==> config.mk <==
export PLATFORM = sky130hd
export DESIGN_NAME = wb_arbiter
export DESIGN_NICKNAME = d
export VERILOG_FILES = /design/src/rtl/wb_arbiter.sv
export SDC_FILE = /design/constraint.sdc
export NUM_CORES = 2
export LEC_CHECK = 0
export ABC_AREA = 1
export CORE_MARGIN = 1.5
export CORE_UTILIZATION = 35
export DETAILED_ROUTE_END_ITERATION = 7
export SLEW_MARGIN = 20
export SYNTH_ARGS = -nofsm -noshare
export SYNTH_HDL_FRONTEND = slang
export SYNTH_SLANG_ARGS = --single-unit
==> constraint.sdc <==
create_clock -name clock -period 22.2 [get_ports clock]
set_input_delay 6.66 -clock clock [delete_from_list [all_inputs] [get_ports clock]]
set_output_delay 6.66 -clock clock [all_outputs]
set_load 0.01 [all_outputs]
==> src/rtl/wb_arbiter.sv <==
// Writeback arbiter: NUM_REQ functional units compete for NUM_PORTS ROB
// completion slots per cycle. Round-robin grants with a one-entry holding
// buffer per requester so losing completions wait instead of being dropped.

package wb_arbiter_pkg;
    localparam int ROBN_W           = 5;
    localparam int FU_ROB_PACKET_SZ = 3;

    typedef struct packed {
        logic              executed;
        logic [ROBN_W-1:0] robn;
        logic              branch_taken;
        logic [31:0]       target_addr;
    } fu_rob_packet_t;
endpackage

module wb_arbiter
    import wb_arbiter_pkg::*;
#(
    parameter int NUM_REQ   = 8,
    parameter int NUM_PORTS = FU_ROB_PACKET_SZ,
    parameter int PTR_W     = $clog2(NUM_REQ)
) (
    input  logic                                clock,
    input  logic                                reset,
    input  logic                                squash,
    input  logic [NUM_REQ-1:0]                  req_valid,
    input  fu_rob_packet_t [NUM_REQ-1:0]        req_packet,
    output logic [NUM_REQ-1:0]                  req_ready,
    output fu_rob_packet_t [NUM_PORTS-1:0]      fu_rob_packet,
    output logic [$clog2(NUM_REQ+1)-1:0]        pending_cnt,
    output logic [PTR_W-1:0]                    rr_ptr_out
);

    localparam int CNT_W  = $clog2(NUM_REQ+1);
    localparam int SLOT_W = $clog2(NUM_PORTS+1);

    logic [NUM_REQ-1:0]             hold_valid;
    fu_rob_packet_t [NUM_REQ-1:0]   hold_pkt;
    logic [PTR_W-1:0]               rr_ptr;
    fu_rob_packet_t [NUM_PORTS-1:0] out_pkt;

    logic [NUM_REQ-1:0]             accepted;
    logic [NUM_REQ-1:0]             cand;
    fu_rob_packet_t [NUM_REQ-1:0]   cand_pkt;
    logic [NUM_REQ-1:0]             granted;
    fu_rob_packet_t [NUM_PORTS-1:0] slot_pkt;
    logic                           any_grant;
    logic [PTR_W-1:0]               last_idx;
    logic [PTR_W-1:0]               next_ptr;
    logic [CNT_W-1:0]               pend;

    // Ready comes purely from registered hold state so FUs see no comb path.
    assign req_ready     = ~hold_valid;
    assign accepted      = req_valid & ~hold_valid;
    assign cand          = hold_valid | accepted;
    assign fu_rob_packet = out_pkt;
    assign rr_ptr_out    = rr_ptr;
    assign pending_cnt   = pend;

    // A held completion takes priority over the live FU bus for that index.
    always_comb begin
        cand_pkt = '0;
        for (int i = 0; i < NUM_REQ; i++) begin
            cand_pkt[i] = hold_valid[i] ? hold_pkt[i] : req_packet[i];
        end
    end

    // Scan one lap from rr_ptr, filling slots in scan order with the first candidates.
    always_comb begin
        logic [PTR_W:0]  sum;
        logic [PTR_W-1:0] idx;
        logic [SLOT_W-1:0] gcnt;
        granted   = '0;
        slot_pkt  = '0;
        any_grant = 1'b0;
        last_idx  = rr_ptr;
        gcnt      = '0;
        sum       = '0;
        idx       = '0;
        for (int off = 0; off < NUM_REQ; off++) begin
            sum = {1'b0, rr_ptr} + (PTR_W+1)'(off);
            if (sum >= (PTR_W+1)'(NUM_REQ)) begin
                sum = sum - (PTR_W+1)'(NUM_REQ);
            end
            idx = sum[PTR_W-1:0];
            if (cand[idx] && (gcnt < SLOT_W'(NUM_PORTS))) begin
                slot_pkt[gcnt] = cand_pkt[idx];
                granted[idx]   = 1'b1;
                any_grant      = 1'b1;
                last_idx       = idx;
                gcnt           = gcnt + SLOT_W'(1);
            end
        end
    end

    // Pointer moves just past the last winner so it loses priority next cycle.
    always_comb begin
        next_ptr = rr_ptr;
        if (any_grant) begin
            if (last_idx == PTR_W'(NUM_REQ-1)) begin
                next_ptr = '0;
            end else begin
                next_ptr = last_idx + PTR_W'(1);
            end
        end
    end

    // Popcount of the registered holding buffers.
    always_comb begin
        pend = '0;
        for (int i = 0; i < NUM_REQ; i++) begin
            pend = pend + CNT_W'(hold_valid[i]);
        end
    end

    // State update: reset beats squash; squash flushes everything but keeps the pointer.
    always_ff @(posedge clock) begin
        if (reset) begin
            hold_valid <= '0;
            hold_pkt   <= '0;
            rr_ptr     <= '0;
            out_pkt    <= '0;
        end else if (squash) begin
            hold_valid <= '0;
            out_pkt    <= '0;
        end else begin
            out_pkt <= slot_pkt;
            rr_ptr  <= next_ptr;
            for (int i = 0; i < NUM_REQ; i++) begin
                if (accepted[i] && !granted[i]) begin
                    hold_valid[i] <= 1'b1;
                    hold_pkt[i]   <= req_packet[i];
                end else if (hold_valid[i] && granted[i]) begin
                    hold_valid[i] <= 1'b0;
                end
            end
        end
    end

endmodule

## Word-level counts from Yosys, hierarchy flattened

Index checks and enable logic that the tools add are counted.

| storage, ports and cells | value |
|---|---|
| bits in writable memories | 0 |
| bits in latches | 0 |
| bits in registers | 440 |
| bits in read-only memories | 0 |
| memories kept | 0 |
| bits of input ports | 323 |
| output and inout bits | 132 |

| cells by class | value |
|---|---|
| mux-type cells | 141 |
| bitwise logic cells | 11 |
| shift-type cells | 0 |
| equal/unequal tests | 1 |
| reductions and logical operators | 64 |
| multiply operators | 0 |
| add/sub/neg operators | 29 |
| magnitude comparators | 45 |
| divide/modulo/power cells | 0 |

Operators with widths:

| kind | number |
|---|---|
| binary-select mux 39 bit (select 3 bit) | 8 |
| two-way mux 39 bit | 24 |
| bitwise mux 117 bit | 7 |
| two-way mux 117 bit | 7 |
| demux 39 bit (select 2 bit) | 7 |
| two-way mux 8 bit | 8 |
| bitwise OR 8 bit | 8 |
| two-way mux 3 bit | 17 |
| two-way mux 1 bit | 41 |
| logical AND 1 bit | 38 |
| less-than comparator 3 x 4 -> 1 bit (second input constant) | 8 |
| >= comparator 4 bit (second input constant) | 7 |
| binary-select mux 1 bit (select 3 bit) | 8 |
| demux 1 bit (select 3 bit) | 8 |
| >= comparator 3 x 1 -> 1 bit (second input constant) | 8 |
| subtractor 3 x 1 -> 3 bit (second input constant) | 8 |
| less-than comparator 2 x 3 -> 1 bit (second input constant) | 7 |
| AND reduction 2 bit | 9 |
| adder 3 x 3 -> 4 bit (second input constant) | 4 |
| adder 4 x 1 -> 4 bit | 4 |
| nonzero test 2 bit | 8 |
| >= comparator 2 x 1 -> 1 bit (second input constant) | 7 |
| less-than comparator 2 bit (second input constant) | 7 |
| adder 2 x 1 -> 2 bit (second input constant) | 6 |
| other kinds (14) | 27 |

## Logic depth before layout (Yosys ltp)

| depth | value |
|---|---|
| depth in word-level cells | 30 |
| gate-level depth with buffers | 44 |
| gate-level depth less buffers | 36 |

## Least setup slack after synthesis

Ideal clock, no wire load.

| path | value |
|---|---|
| kind | input port to flip-flop |
| from | input port req_valid[4] |
| to | register rr_ptr[2], in the netlist rr_ptr_out[2] |
| setup time | 0.116 ns |
| path slack | 10.296 ns |
| required time | 22.084 ns |
| stages | 36 |
| data arrival time | 11.788 ns |
| path through | nor2_1 > nand2_1 > nand3_1 > nand2_1 > o21ai_1 > inv_1 > clkbuf_1 > ha_1 > nand2_1 > nand3_4 > nand2_1 > nand2_2 > nand3_4 > nand2_2 > nand2_2 > nand4_2 > buf_1 > clkbuf_1 > nand2_1 > inv_1 > ha_1 > inv_1 > nand2_1 > inv_1 > o21ai_0 > clkbuf_1 > nand2_1 > nand2_2 > nand3_4 > nand2_1 > nor2_1 > a31oi_1 > ha_1 > ha_1 > o21ai_0 > nor2_1 |

| on the way | value |
|---|---|
| cells in the longest elaborated chain, start to end | 28 |

Ends and longest elaborated chain:

| item | line | RTL |
|---|---|---|
| start, declared | 27 | `input logic [NUM_REQ-1:0] req_valid,` |
| AND 8 bit * | 55 | `assign accepted = req_valid & ~hold_valid;` |
| bitwise OR 8 bit * | 56 | `assign cand = hold_valid \| accepted;` |
| binary-select mux 1 bit (select 3 bit) | 87 | `if (cand[idx] && (gcnt < SLOT_W'(NUM_PORTS))) begin` |
| two-way mux 1 bit (implied by the code) | 87 |  |
| two-way mux 1 bit | 87 |  |
| less-than comparator 2 bit | 87 |  |
| logical AND 1 bit | 87 |  |
| two-way mux 2 bit | 87 |  |
| (+12 left out) | n/a |  |
| less-than comparator 2 bit | 87 |  |
| logical AND 1 bit | 87 |  |
| two-way mux 2 bit | 87 |  |
| less-than comparator 2 bit | 87 |  |
| logical AND 1 bit | 87 |  |
| two-way mux 3 bit | 87 |  |
| adder 3 x 1 -> 3 bit or equality test 3 bit (tied branches) | 104, 101 |  |
| two-way mux 3 bit | 101 | `if (last_idx == PTR_W'(NUM_REQ-1)) begin` |
| end signal, assigned | 129 | `rr_ptr <= next_ptr;` |
| end, declared | 40 | `logic [PTR_W-1:0] rr_ptr;` |

Every way passes the cells marked *; elsewhere a longest branch is shown, timed or not. The select of a mux whose other input is x is not followed.
A chain may end at the register's enable or synchronous reset.

## Final worst setup path

| path | value |
|---|---|
| from | input port req_valid[5] |
| to | register hold_pkt[22] (netlist name) |

| on the way | value |
|---|---|
| cells in the longest elaborated chain, start to end | 29 |

Ends and longest elaborated chain:

| item | line | RTL |
|---|---|---|
| AND 8 bit * | 55 |  |
| bitwise OR 8 bit * | 56 |  |
| binary-select mux 1 bit (select 3 bit) | 87 |  |
| two-way mux 1 bit (implied by the code) | 87 |  |
| two-way mux 1 bit | 87 |  |
| less-than comparator 2 bit | 87 |  |
| logical AND 1 bit | 87 |  |
| two-way mux 2 bit | 87 |  |
| (+13 left out) | n/a |  |
| logical AND 1 bit | 87 |  |
| two-way mux 2 bit | 87 |  |
| less-than comparator 2 bit | 87 |  |
| logical AND 1 bit | 87 |  |
| two-way mux 8 bit * | 87 |  |
| logical NOT 1 bit * | 131 | `if (accepted[i] && !granted[i]) begin` |
| logical AND 1 bit * | 131 |  |
| AND reduction 2 bit (no source line) * | n/a |  |
| end signal, assigned by index | 133 | `hold_pkt[i] <= req_packet[i];` |
| end, declared | 39 | `fu_rob_packet_t [NUM_REQ-1:0] hold_pkt;` |

Marked as above.

==> summary.txt <==
Global route
  – Initial antenna violation count: 3
  – First-pass GRT wire length: 330000 um
  – Vias in the first global route: 45032
  – Grt total ovfl: 0
  – Gr usage total: 36.8%
  – Largest net degree at the start of global routing: approximately 160

Worst setup path
  – Crit Path Max Fanout: between 70 and 80
  – Crit Path Class: in2reg
  – Crit-path most repeated cell: nand2_1
  – Cells on worst reg2reg path: 36
  – Slowest cell delay on critical path: 960 ps
  – Critical Path End Type: flop
  – Worst path arrival time: 15310 ps
  – FF-to-FF setup slack: approximately 11000 ps
  – Required time worst endpoint: 22810 ps
  – FF-to-FF Start: rr_ptr_out[0]$_SDFFE_PP0P_
  – Crit path from: req_valid[5]
  – Crit path to: hold_pkt[22]$_SDFFE_PP0P_
  – Worst R2R End: hold_pkt[22]$_SDFFE_PP0P_
  – Startpoint Class: input port
  – Slowest stage cell, crit path: nand3_2

Timing
  – Final Cycle Share: 66.2%
  – Final hold violation count: 0
  – Endpoints failing setup: 0
  – Minimum clock period: 14700 ps
  – Worst Max-Slew Pin Slew: about 1300 ps
  – Final slew viol count: 0
  – Skew final: between 30 and 40 ps
  – Normalized max-slew margin: 9.21%
  – RSZ-0062 raised after global routing: false
  – Final worst setup slack: 7500 ps
  – Setup TNS: 0 ps
  – Max Clk Rate: 68.0 MHz

Clocking
  – Clock Latency Late Sink: between 600 and 700 ps
  – TritonCTS clock tree: yes
  – Hold-fix buffer count after cts: 0
  – Post-CTS Setup Repair Bufs: 0
  – Post-CTS sizing: 0
  – Clock root cell: clkbuf_16
  – Max clock buf depth: 3
  – Num CTS Buffers: 54
  – Clock sinks: 440
  – Worst-path clk slew: 60 ps
  – H-tree level count: 2

Finish
  – Util after Layout: about 41%
  – Post-synthesis to final-layout area growth: 15.9%
  – Most common cell after layout, fill and taps aside: nand2_1
  – Filler instances: 13314
  – NumNets Final: 8324
  – Layout cell share with drive strength beyond 1: 6.07%
  – Most frequent cells in the layout: 3031 x nand2_1, 970 x inv_1, 853 x o21ai_0, 634 x nor2_1, 454 x clkdlybuf4s50_1
  – Final instance area: 49300 sq um

Floorplanning
  – Row count: between 100 and 150
  – Die ar.: between 100000 and 150000 sq um
  – Ports: 455
  – CORE AREA: 120000 sq um
  – Die W: 352 um
  – Initial Util: 35.4%
  – Die Y: 352 um

Drt
  – Routed vias/inst: 5.45
  – # DRC: 0
  – Initial drt markers: 7705
  – Avg WL per Cell: 24.4 um
  – Post-route ant nets: 0
  – Length of the first detailed-routing pass in iterations: 7
  – Vias: around 52000
  – Drt total wl: 235000 um

Min path
  – Worst Hold Class: reg2reg
  – Hold path depth: 4

Placement
  – Dpl ws: between 7000 and 8000 ps
  – RePlAce Congestion: 1.06
  – PortBufs: 454
  – Post-DP Area: 47400 sq um
  – Detailed placer's ending HPWL: 178000 um

Synthesis
  – Syn_nets: 8322
  – Post-Syn Area: 42500 sq um
  – Post-synth EDFFs: 0
  – Async set-reset flop share out of synthesis: 0%
  – Post-Synthesis Cells: 7977
  – Syn_area_per_cell: around 5.3 sq um
  – Main flop type after synthesis: dfxtp_1
  – Syn. warnings: 0
  – Post-synthesis sequential area ratio: 20.7%
  – Yosys cell types: 43
  – Seq cells post-synth: 440

Outcome
  – Outcome: finished clean

Job
  – Max_cap viols: 0
-- logic make-up (layout without fill, tap and decap cells) --
logic type / Yosys count / count (layout) / synth area share [%]
and+or+nand+nor: 4551 / 4551 / 45.1
buffers and inverters: 1674 / 1717 / 15.4
AOI/OAI and AO/OA: 1149 / 1149 / 14.8
DFF: 440 / 440 / 20.7
muxes: 140 / 140 / 3.30
adders and majority gates: 22 / 22 / 0.718
xor gates and xnor gates: 1 / 1 / 0.0206
other: 0 / 7 / 0
-- cells in the mapped netlist, types with 2 or more instances --
| master | instances | area (sq um) |
|---|---|---|
| nand2_4 | 31 | 349 |
| o21ai_1 | 7 | 35.0 |
| inv_1 | 978 | 3670 |
| o221ai_1 | 3 | 26.3 |
| buf_6 | 15 | 169 |
| buf_2 | 74 | 370 |
| o21ai_0 | 857 | 4290 |
| buf_8 | 3 | 45.0 |
| nor2_2 | 5 | 31.3 |
| buf_1 | 107 | 402 |
| nand2_2 | 16 | 100 |
| fa_1 | 4 | 80.1 |
| nand3_4 | 11 | 193 |
| a21boi_0 | 17 | 128 |
| ha_1 | 18 | 225 |
| nand2_1 | 3037 | 11400 |
| nor2_1 | 645 | 2420 |
| nand4_1 | 315 | 1970 |
| a31oi_1 | 81 | 507 |
| a21oi_1 | 26 | 130 |
| and2_1 | 3 | 18.8 |
| o22ai_1 | 7 | 43.8 |
| nand3_1 | 350 | 1750 |
| o211ai_1 | 100 | 751 |
| buf_4 | 2 | 15.0 |
| mux2i_1 | 140 | 1400 |
| inv_2 | 89 | 334 |
| dfxtp_1 | 440 | 8810 |
| o21a_1 | 44 | 330 |
| nand4_2 | 3 | 37.5 |
| nand3_2 | 15 | 150 |
| or2_2 | 91 | 569 |
| nor3_1 | 22 | 110 |
| and2_0 | 2 | 12.5 |
| a211oi_1 | 4 | 30.0 |
| nor2_4 | 4 | 45.0 |
| clkbuf_1 | 405 | 1520 |
-- metal layers --
| metal | global-route usage, % | vias to the layer above | wire length [um] |
|---|---|---|---|
| li1 | - | 24925 | - |
| met1 | 53.7 | 24236 | 104000 |
| met2 | 50.3 | 3036 | 91400 |
| met3 | 9.98 | 299 | 28800 |
| met4 | 14.3 | 0 | 10500 |
| met5 | 0 | - | 0 |
-- flip-flops by register name, indices dropped and copies added, names as in the netlist --
name	count
hold_valid	8
hold_pkt	312
fu_rob_packet	117
rr_ptr_out	3
-- layout make-up --
class / instances / area (sq um) / area share, %
antenna: 7 / 17.5 / 0.0355
timing repair buffer: 552 / 5310 / 10.8
inverter: 1068 / 4030 / 8.18
tap: 1612 / 2020 / 4.09
clock buffer: 82 / 1600 / 3.24
clock inverter: 15 / 196 / 0.399
sequential: 440 / 8830 / 17.9
multi-input combinational: 5863 / 27300 / 55.4
-- critical path, delay by kind of cell --
family / cells / cell delay, ps
compound gates: 5 / 620
fa+ha+maj: 2 / 580
buf+inv: 10 / 2770
simple gates: 18 / 4610
-- through the flow --
step	cells	hold WS, ps
after global placement	9534	494
after global routing	9632	525
final	9639	507
after detailed placement	9534	495
after CTS	9631	506
after floorplan	7977	486
-- worst min path at each step --
stage                                     startpoint                    endpoint
final                     hold_pkt[200]$_SDFFE_PP0P_  hold_pkt[200]$_SDFFE_PP0P_
after global routing        hold_pkt[2]$_SDFFE_PP0P_    hold_pkt[2]$_SDFFE_PP0P_
after CTS                 hold_pkt[220]$_SDFFE_PP0P_  hold_pkt[220]$_SDFFE_PP0P_
after detailed placement  hold_pkt[220]$_SDFFE_PP0P_  hold_pkt[220]$_SDFFE_PP0P_
after global placement    hold_pkt[197]$_SDFFE_PP0P_  hold_pkt[197]$_SDFFE_PP0P_
after floorplan             hold_pkt[0]$_SDFFE_PP0P_    hold_pkt[0]$_SDFFE_PP0P_
Power is left out: the tool's default activity adds up to more than one toggle a clock period on the data nets, which glitch-free logic cannot reach.
